File: config.mk
export PLATFORM = sky130hd
export DESIGN_NAME = fft_tf_sequencer_flat
export DESIGN_NICKNAME = d
export VERILOG_FILES = /design/src/rtl/fft_tf_sequencer_pkg.sv /design/src/rtl/fft_tf_sequencer_if.sv /design/src/rtl/fft_tf_sequencer_addr_gen.sv /design/src/rtl/fft_tf_sequencer.sv /design/src/flat_wrapper.sv
export SDC_FILE = /design/constraint.sdc
export NUM_CORES = 1
export LEC_CHECK = 0
export ABC_AREA = 1
export CAP_MARGIN = 20
export CELL_PAD_IN_SITES_DETAIL_PLACEMENT = 2
export CELL_PAD_IN_SITES_GLOBAL_PLACEMENT = 2
export CORE_UTILIZATION = 28
export CTS_CLUSTER_DIAMETER = 120
export DETAILED_ROUTE_END_ITERATION = 7
export PLACE_DENSITY = 0.81
export SLEW_MARGIN = 20
export SYNTH_ARGS = -nofsm -noshare
export SYNTH_HDL_FRONTEND = slang
export SYNTH_SLANG_ARGS = --single-unit
export TNS_END_PERCENT = 30
File: constraint.sdc
create_clock -name clk -period 2.7 [get_ports clk]
set_input_delay 0.54 -clock clk [delete_from_list [all_inputs] [get_ports clk]]
set_output_delay 0.54 -clock clk [all_outputs]
set_load 0.05 [all_outputs]
File: src/rtl/fft_tf_sequencer_pkg.sv
// Shared types and the twiddle address rule for the FFT twiddle sequencer.
// The address helper is reused by anything that needs a reference address.
package fft_tf_sequencer_pkg;

   typedef enum logic [1:0] {
      ST_IDLE = 2'd0,
      ST_RUN  = 2'd1,
      ST_GAP  = 2'd2,
      ST_DONE = 2'd3
   } tf_state_e;

   // Stage s uses W^(j * 2^(LOG_N-1-s)) with j = b mod 2^s.
   function automatic logic [31:0] tf_addr(input logic [31:0] log_n,
                                           input logic [31:0] s,
                                           input logic [31:0] b);
      logic [31:0] mask;
      mask = (32'd1 << s) - 32'd1;
      return (b & mask) << (log_n - 32'd1 - s);
   endfunction

endpackage

File: src/rtl/fft_tf_sequencer_if.sv
// Control and twiddle-stream bundle between FFT control, the sequencer and the butterfly.
interface fft_tf_sequencer_if #(
   parameter int TF_ADDR_LEN = 12,
   parameter int STAGE_W     = 4
);
   // start/abort are single-cycle strobes from control. The twiddle stream has no
   // backpressure after the ROM: ready gates rom_en in the same cycle, and tf_valid
   // follows one cycle later with the ROM data; no data is lost because b only
   // advances on a cycle where rom_en is high.
   logic                   start;
   logic                   abort;
   logic                   ready;
   logic                   rom_en;
   logic [TF_ADDR_LEN-1:0] rom_addr;
   logic                   tf_valid;
   logic [STAGE_W-1:0]     tf_stage;
   logic                   tf_last;
   logic                   busy;
   logic                   done;

   modport master (
      output start, abort, ready,
      input  rom_en, rom_addr, tf_valid, tf_stage, tf_last, busy, done
   );

   modport slave (
      input  start, abort, ready,
      output rom_en, rom_addr, tf_valid, tf_stage, tf_last, busy, done
   );
endinterface

File: src/rtl/fft_tf_sequencer_addr_gen.sv
// Combinational twiddle ROM address from the stage and butterfly counters.
module fft_tf_addr_gen
   import fft_tf_sequencer_pkg::*;
#(
   parameter int LOG_N       = 13,
   parameter int TF_ADDR_LEN = 12,
   parameter int STAGE_W     = 4
) (
   input  logic [STAGE_W-1:0]     s,
   input  logic [LOG_N-2:0]       b,
   output logic [TF_ADDR_LEN-1:0] addr
);
   logic [31:0] full;
   logic        unused_hi;

   assign full      = tf_addr(32'(LOG_N), {{(32-STAGE_W){1'b0}}, s}, {{(32-(LOG_N-1)){1'b0}}, b});
   assign addr      = full[TF_ADDR_LEN-1:0];
   assign unused_hi = ^full[31:TF_ADDR_LEN];
endmodule

File: src/rtl/fft_tf_sequencer.sv
// Twiddle-factor read scheduler for a radix-2 DIT FFT: walks stages and butterflies,
// drives the shared twiddle ROM and tags the returning data for the butterfly.
module fft_tf_sequencer
   import fft_tf_sequencer_pkg::*;
#(
   parameter int LOG_N       = 13,
   parameter int TF_ADDR_LEN = 12,
   parameter int STAGE_W     = 4,
   parameter int STAGE_FIRST = 0,
   parameter int STAGE_LAST  = 12,
   parameter int STAGE_GAP   = 4
) (
   input  logic                clk,
   input  logic                rst,
   fft_tf_sequencer_if.slave   bus,
   output tf_state_e           dbg_state
);
   localparam int B_W   = LOG_N - 1;
   localparam int GAP_W = (STAGE_GAP > 0) ? $clog2(STAGE_GAP + 1) : 1;
   localparam logic [GAP_W-1:0]   GAP_END = GAP_W'((STAGE_GAP > 0) ? STAGE_GAP - 1 : 0);
   localparam logic [STAGE_W-1:0] S_FIRST = STAGE_W'(STAGE_FIRST);
   localparam logic [STAGE_W-1:0] S_LAST  = STAGE_W'(STAGE_LAST);
   localparam logic [B_W-1:0]     B_LAST  = '1;

   tf_state_e              state, state_nx;
   logic [STAGE_W-1:0]     s, s_nx;
   logic [B_W-1:0]         b, b_nx;
   logic [GAP_W-1:0]       gap_cnt, gap_nx;
   logic                   issue;
   logic                   last_b;
   logic                   tf_valid_q, tf_last_q, done_q;
   logic [STAGE_W-1:0]     tf_stage_q;
   logic [TF_ADDR_LEN-1:0] rom_addr;

   assign last_b = (b == B_LAST);

   always_comb begin
      state_nx = state;
      s_nx     = s;
      b_nx     = b;
      gap_nx   = gap_cnt;
      issue    = 1'b0;
      if (bus.abort) begin
         state_nx = ST_IDLE;
         s_nx     = S_FIRST;
         b_nx     = '0;
         gap_nx   = '0;
      end else begin
         case (state)
            ST_IDLE: begin
               if (bus.start) begin
                  state_nx = ST_RUN;
                  s_nx     = S_FIRST;
                  b_nx     = '0;
               end
            end
            ST_RUN: begin
               if (bus.ready) begin
                  issue = 1'b1;
                  b_nx  = b + B_W'(1);
                  if (last_b) begin
                     if (s == S_LAST) begin
                        state_nx = ST_DONE;
                     end else begin
                        s_nx     = s + STAGE_W'(1);
                        state_nx = (STAGE_GAP > 0) ? ST_GAP : ST_RUN;
                     end
                  end
               end
            end
            ST_GAP: begin
               if (gap_cnt == GAP_END) begin
                  gap_nx   = '0;
                  state_nx = ST_RUN;
               end else begin
                  gap_nx = gap_cnt + GAP_W'(1);
               end
            end
            default: begin
               state_nx = ST_IDLE;
               s_nx     = S_FIRST;
            end
         endcase
      end
   end

   // Everything below is delayed by the ROM's one-cycle read latency.
   always_ff @(posedge clk or posedge rst) begin
      if (rst) begin
         state      <= ST_IDLE;
         s          <= S_FIRST;
         b          <= '0;
         gap_cnt    <= '0;
         tf_valid_q <= 1'b0;
         tf_stage_q <= '0;
         tf_last_q  <= 1'b0;
         done_q     <= 1'b0;
      end else begin
         state      <= state_nx;
         s          <= s_nx;
         b          <= b_nx;
         gap_cnt    <= gap_nx;
         tf_valid_q <= issue;
         tf_stage_q <= issue ? s : tf_stage_q;
         tf_last_q  <= issue && last_b;
         done_q     <= issue && last_b && (s == S_LAST);
      end
   end

   fft_tf_addr_gen #(
      .LOG_N       (LOG_N),
      .TF_ADDR_LEN (TF_ADDR_LEN),
      .STAGE_W     (STAGE_W)
   ) u_addr_gen (
      .s    (s),
      .b    (b),
      .addr (rom_addr)
   );

   assign bus.rom_en   = issue;
   assign bus.rom_addr = rom_addr;
   assign bus.tf_valid = tf_valid_q;
   assign bus.tf_stage = tf_stage_q;
   assign bus.tf_last  = tf_last_q;
   assign bus.done     = done_q;
   assign bus.busy     = (state == ST_RUN) || (state == ST_GAP);
   assign dbg_state    = state;
endmodule

File: src/flat_wrapper.sv
// flat-port wrapper written by rule: the top's interface ports become plain ports
module fft_tf_sequencer_flat import fft_tf_sequencer_pkg::*;
#(
   parameter int LOG_N       = 13,
   parameter int TF_ADDR_LEN = 12,
   parameter int STAGE_W     = 4,
   parameter int STAGE_FIRST = 0,
   parameter int STAGE_LAST  = 12,
   parameter int STAGE_GAP   = 4
)
  (clk, rst, dbg_state, bus_start, bus_abort, bus_ready, bus_rom_en, bus_rom_addr, bus_tf_valid, bus_tf_stage, bus_tf_last, bus_busy, bus_done);
  fft_tf_sequencer_if #(.TF_ADDR_LEN(TF_ADDR_LEN), .STAGE_W(STAGE_W)) bus_i ();
  input  logic clk;
  input  logic rst;
  output tf_state_e dbg_state;
  input wire logic [$bits(bus_i.start)-1:0] bus_start;
  input wire logic [$bits(bus_i.abort)-1:0] bus_abort;
  input wire logic [$bits(bus_i.ready)-1:0] bus_ready;
  output wire logic [$bits(bus_i.rom_en)-1:0] bus_rom_en;
  output wire logic [$bits(bus_i.rom_addr)-1:0] bus_rom_addr;
  output wire logic [$bits(bus_i.tf_valid)-1:0] bus_tf_valid;
  output wire logic [$bits(bus_i.tf_stage)-1:0] bus_tf_stage;
  output wire logic [$bits(bus_i.tf_last)-1:0] bus_tf_last;
  output wire logic [$bits(bus_i.busy)-1:0] bus_busy;
  output wire logic [$bits(bus_i.done)-1:0] bus_done;
  assign bus_i.start = bus_start;
  assign bus_i.abort = bus_abort;
  assign bus_i.ready = bus_ready;
  assign bus_rom_en = bus_i.rom_en;
  assign bus_rom_addr = bus_i.rom_addr;
  assign bus_tf_valid = bus_i.tf_valid;
  assign bus_tf_stage = bus_i.tf_stage;
  assign bus_tf_last = bus_i.tf_last;
  assign bus_busy = bus_i.busy;
  assign bus_done = bus_i.done;
  fft_tf_sequencer #(.LOG_N(LOG_N), .TF_ADDR_LEN(TF_ADDR_LEN), .STAGE_W(STAGE_W), .STAGE_FIRST(STAGE_FIRST), .STAGE_LAST(STAGE_LAST), .STAGE_GAP(STAGE_GAP)) u_core (.clk(clk), .rst(rst), .bus(bus_i), .dbg_state(dbg_state));
endmodule
==> implementation parameters <==
Parameter                              Value

Clock tree
  Skew-Pair Late Insertion Delay ... 0.28 ns
  Number of clock sinks ... 28
  Clock Tree Root ... clkbuf_8
  Clock tree from TritonCTS ... done
  CTS Buf Count ... 3
  Maximum buffer depth of the clock tree ... 2
  Clock input transition at the sequential cells of the worst setup and hold paths ... 0.10 ns
  H-tree levels ... 1

Setup path
  Ordered list of cells on the worst path ... inv_2 -> ha_4 -> ha_4 -> nand2_4 -> ha_4 -> nand2_4 -> inv_1 -> nand3_2 -> nand4_1 -> nand3_1 -> nand3_1 -> nand2_1 -> inv_1 -> a21oi_4 -> buf_12
  Combined buffer and inverter count along the critical path ... 4
  Worst EP arrival ... 2.48 ns
  CP max-delay cell ... dfrtp_1
  Cell class contributing the biggest share of worst-path delay ... simple AND/OR/NAND/NOR gates
  Crit path largest cell delay ... 0.44 ns
  CP most frequent cell ... ha_4
  Startpoint types ... flop
  Endpoint required time on the critical path ... 2.16 ns
  Critical path fanouts, max ... 4
  Element type at the critical path end ... output port
  Setup CP Type ... flop to output port

Logic synthesis
  Main combinational cell family by area after synthesis ... simple AND/OR/NAND/NOR gates
  Sequential fraction of the synthesis area ... 0.291
  Post-Synth XOR/XNOR Area ... 0.0140
  Adder-Cell Fraction of Synth Area ... 0.0780
  Leading area contributor after synthesis ... dfrtp_1
  Post-synthesis cell count ... 355
  Simple-gate portion of the synthesized area ... 0.401
  Synthesized area divided by synthesized cell count ... 6.78 um2
  Leading cell types by total area after synthesis ... dfrtp_1 29%, nand2_1 14%, nand3_1 7.9%
  Number of warnings printed during yosys synthesis ... 0
  Count of distinct cell types in the synthesized netlist ... 39
  Multiplexer share of the synthesized area ... 0.00884
  Compound-cell area share of the yosys netlist ... 0.109
  Number of flip-flops and latches in the synthesized netlist ... 28
  Post-synth net total ... 375
  Share of Yosys cell area claimed by the top area cell type ... 0.291
  Combined area of all synthesized cells ... 2410 um2

Flow run
  Number of max-cap violations ... 0

Timing
  Pin slew with the least headroom to its limit ... 0.511 ns
  Setup repair after global routing missed its margin ... true
  Setup clock skew after layout ... 0.00335 ns
  Relative slew slack ... 0.658
  Period Utilization, post-route ... 1.12
  Fin. max-slew vios ... 0
  Timing-limited maximum frequency ... 331 MHz
  Final Hold Vio Count ... 0
  Post-route minimum period ... 3.02 ns
  Final TNS setup ... -3.04 ns
  Final setup violating endpoints ... 12
  Worst-case setup margin in the final layout ... -0.321 ns

Drt
  Total DRC errors in the routed layout ... 0
  1st-iter DRT viols ... 79
  Final routed wirelength across all metal layers ... 9.50 mm
  First-pass detailed-route iteration total ... 4
  Number of nets still failing antenna checks after routing ... 0
  Via Count ... 2666
  Wire length per cell after detailed routing ... 18.3 um
  Vias/cell ... 5.15

Hold path
  Worst min path class ... flop to flop

Layout
  Area growth from synthesis to layout ... 48.1%
  Share of layout cells above drive strength 1 ... 0.349
  Post-route cell area ... 3560 um2
  Diode insertion count for antenna repair ... 0
  Number of nets in the layout ... 434
  Count of placed standard cells in the final layout, fillers left out ... 518

Power and ir drop
  Standby leakage power ... 1.53 nW
  Total power of the final layout ... 0.00288 W
  VDD IR max ... 0.000543 V
  Pwr per Cell Area ... 809 nW/um2

Floorplanning
  DIE WIDTH ... 94.7 um
  Initial Utilization ... 0.291
  Num ports ... 28
  Height of the die ... 94.7 um
  Die area ... 8970 um2
  Core Rows ... 33
  Core Box Area ... 8260 um2

Global route
  Via count of the first global-routing pass ... 2946
  Pin count of the biggest net entering global routing ... 29
  Overflow after GRT ... 0
  Overall fraction of global-route tracks in use ... 0.217
  Global-route wire length before repair ... 15.2 mm
  Number of antenna violations at the first check in global routing ... 0

Place
  Buffers on Ports ... 27
  DPL Wire Length ... 6.88 mm
  Area after detailed placement ... 3200 um2
  Cell Count Post-Placement ... 506
  Worst-case setup slack after placement ... -0.146 ns
  Weighted congestion at the end of routability-driven global placement ... 0.846

Outcome
  Result of the run ... complete, but fails checks
  Failing checks ... setup timing
[report_power, final]
part	internal, W	switching [W]	total [W]
Combinational	0.000772	0.00131	0.00209
Clock	0.000131	0.000136	0.000267
Sequential	0.000477	0.0000532	0.000530
[tightest hold or removal path: stages, from the launching register on]
cell     delay [ns]
dfrtp_1        0.36
nand2_1        0.06
nand2_1        0.05
[what timing repair did]
item                       in CTS  in global routing
buffers inserted                5                  3
pin swaps                      13                 23
setup endpoints to repair      12                 12
resized for setup              30                 40
hold buffers                    0                  0
[final cells by class]
class	instances	area (um2)
flip-flops and latches	28	703
inverters	44	173
repair buffers	64	686
multi-input cells	273	1810
clock buffers	4	55.1
well taps	105	131
fillers	941	4700
[final timing paths]
kind | slack (ns) | cells after the start | startpoint | to
worst max-delay path | -0.32 | 15 | u_core.s[0]$_DFFE_PP0P_ | bus_rom_addr[10]
worst min-delay path | 0.49 | 2 | u_core.gap_cnt[1]$_DFFE_PP0P_ | u_core.gap_cnt[1]$_DFFE_PP0P_
worst max register to register | 0.66 | 11 | u_core.s[0]$_DFFE_PP0P_ | u_core.s[3]$_DFFE_PP0P_
worst min register to register | 0.49 | 2 | u_core.gap_cnt[1]$_DFFE_PP0P_ | u_core.gap_cnt[1]$_DFFE_PP0P_
max in group asynchronous | 1.78 | 3 | rst | u_core.s[2]$_DFFE_PP0P_
min in group asynchronous | 0.62 | 3 | rst | u_core.bus.tf_stage[0]$_DFFE_PP0P_
[synth_stat cells (all sizes together)]
cell / count
mux2i: 1
or2: 1
xor2: 3
inv: 43
clkbuf: 4
ha: 15
o211ai: 2
nand4: 11
buf: 6
o21ai: 19
nor3b: 3
o41ai: 1
clkinv: 1
nor3: 9
a21oi: 13
nand3: 40
nor4: 4
nor2: 50
dfrtp: 28
a31oi: 2
o22ai: 5
mux2: 1
a211oi: 2
o21a: 1
nand2: 90
[logic make-up (layout without fill, tap and decap cells)]
group	count (synthesis)	in the layout
fa+ha+maj	15	15
compound gates	45	45
simple gates	208	208
xor+xnor	3	3
buf+inv	54	112
flops	28	28
mux	2	2
[registers in the layout, indices dropped and copies added (netlist names)]
register / count
u_core.b: 12
u_core.bus.tf_stage: 4
u_core.s: 4
u_core.gap_cnt: 3
u_core.dbg_state: 2
u_core.bus.done: 1
u_core.bus.tf_last: 1
u_core.bus.tf_valid: 1
[routing by layer]
metal | vias to the layer above | global-route usage | wire (um) | part of all wire
met1 | 1334 | 0.273 | 4100 | 0.43
li1 | 1290 | - | - | -
met3 | 7 | 0.0153 | 238 | 0.025
met5 | - | 0 | 0 | 0
met2 | 35 | 0.411 | 5050 | 0.53
met4 | 0 | 0.0316 | 108 | 0.011
[stage by stage]
stage | utilization | hold WS [ns]
2_1_floorplan | - | 0.446
4_1_cts | 0.409 | 0.506
3_3_place_gp | 0.388 | 0.461
3_5_place_dp | 0.388 | 0.480
6_report | 0.431 | 0.493
5_1_grt | 0.431 | 0.535
[cells in the final DEF (no fill, tap or decap), drive strengths merged, types with 2 or more instances in the layout]
cell type,count
a211oi,2
a21oi,13
a31oi,2
buf,50
clkbuf,4
clkdlybuf4s50,14
dfrtp,28
ha,15
inv,43
nand2,90
nand3,40
nand4,11
nor2,50
nor3,9
nor3b,3
nor4,4
o211ai,2
o21ai,19
o22ai,5
xor2,3
Power figures use the tool's default switching activity.
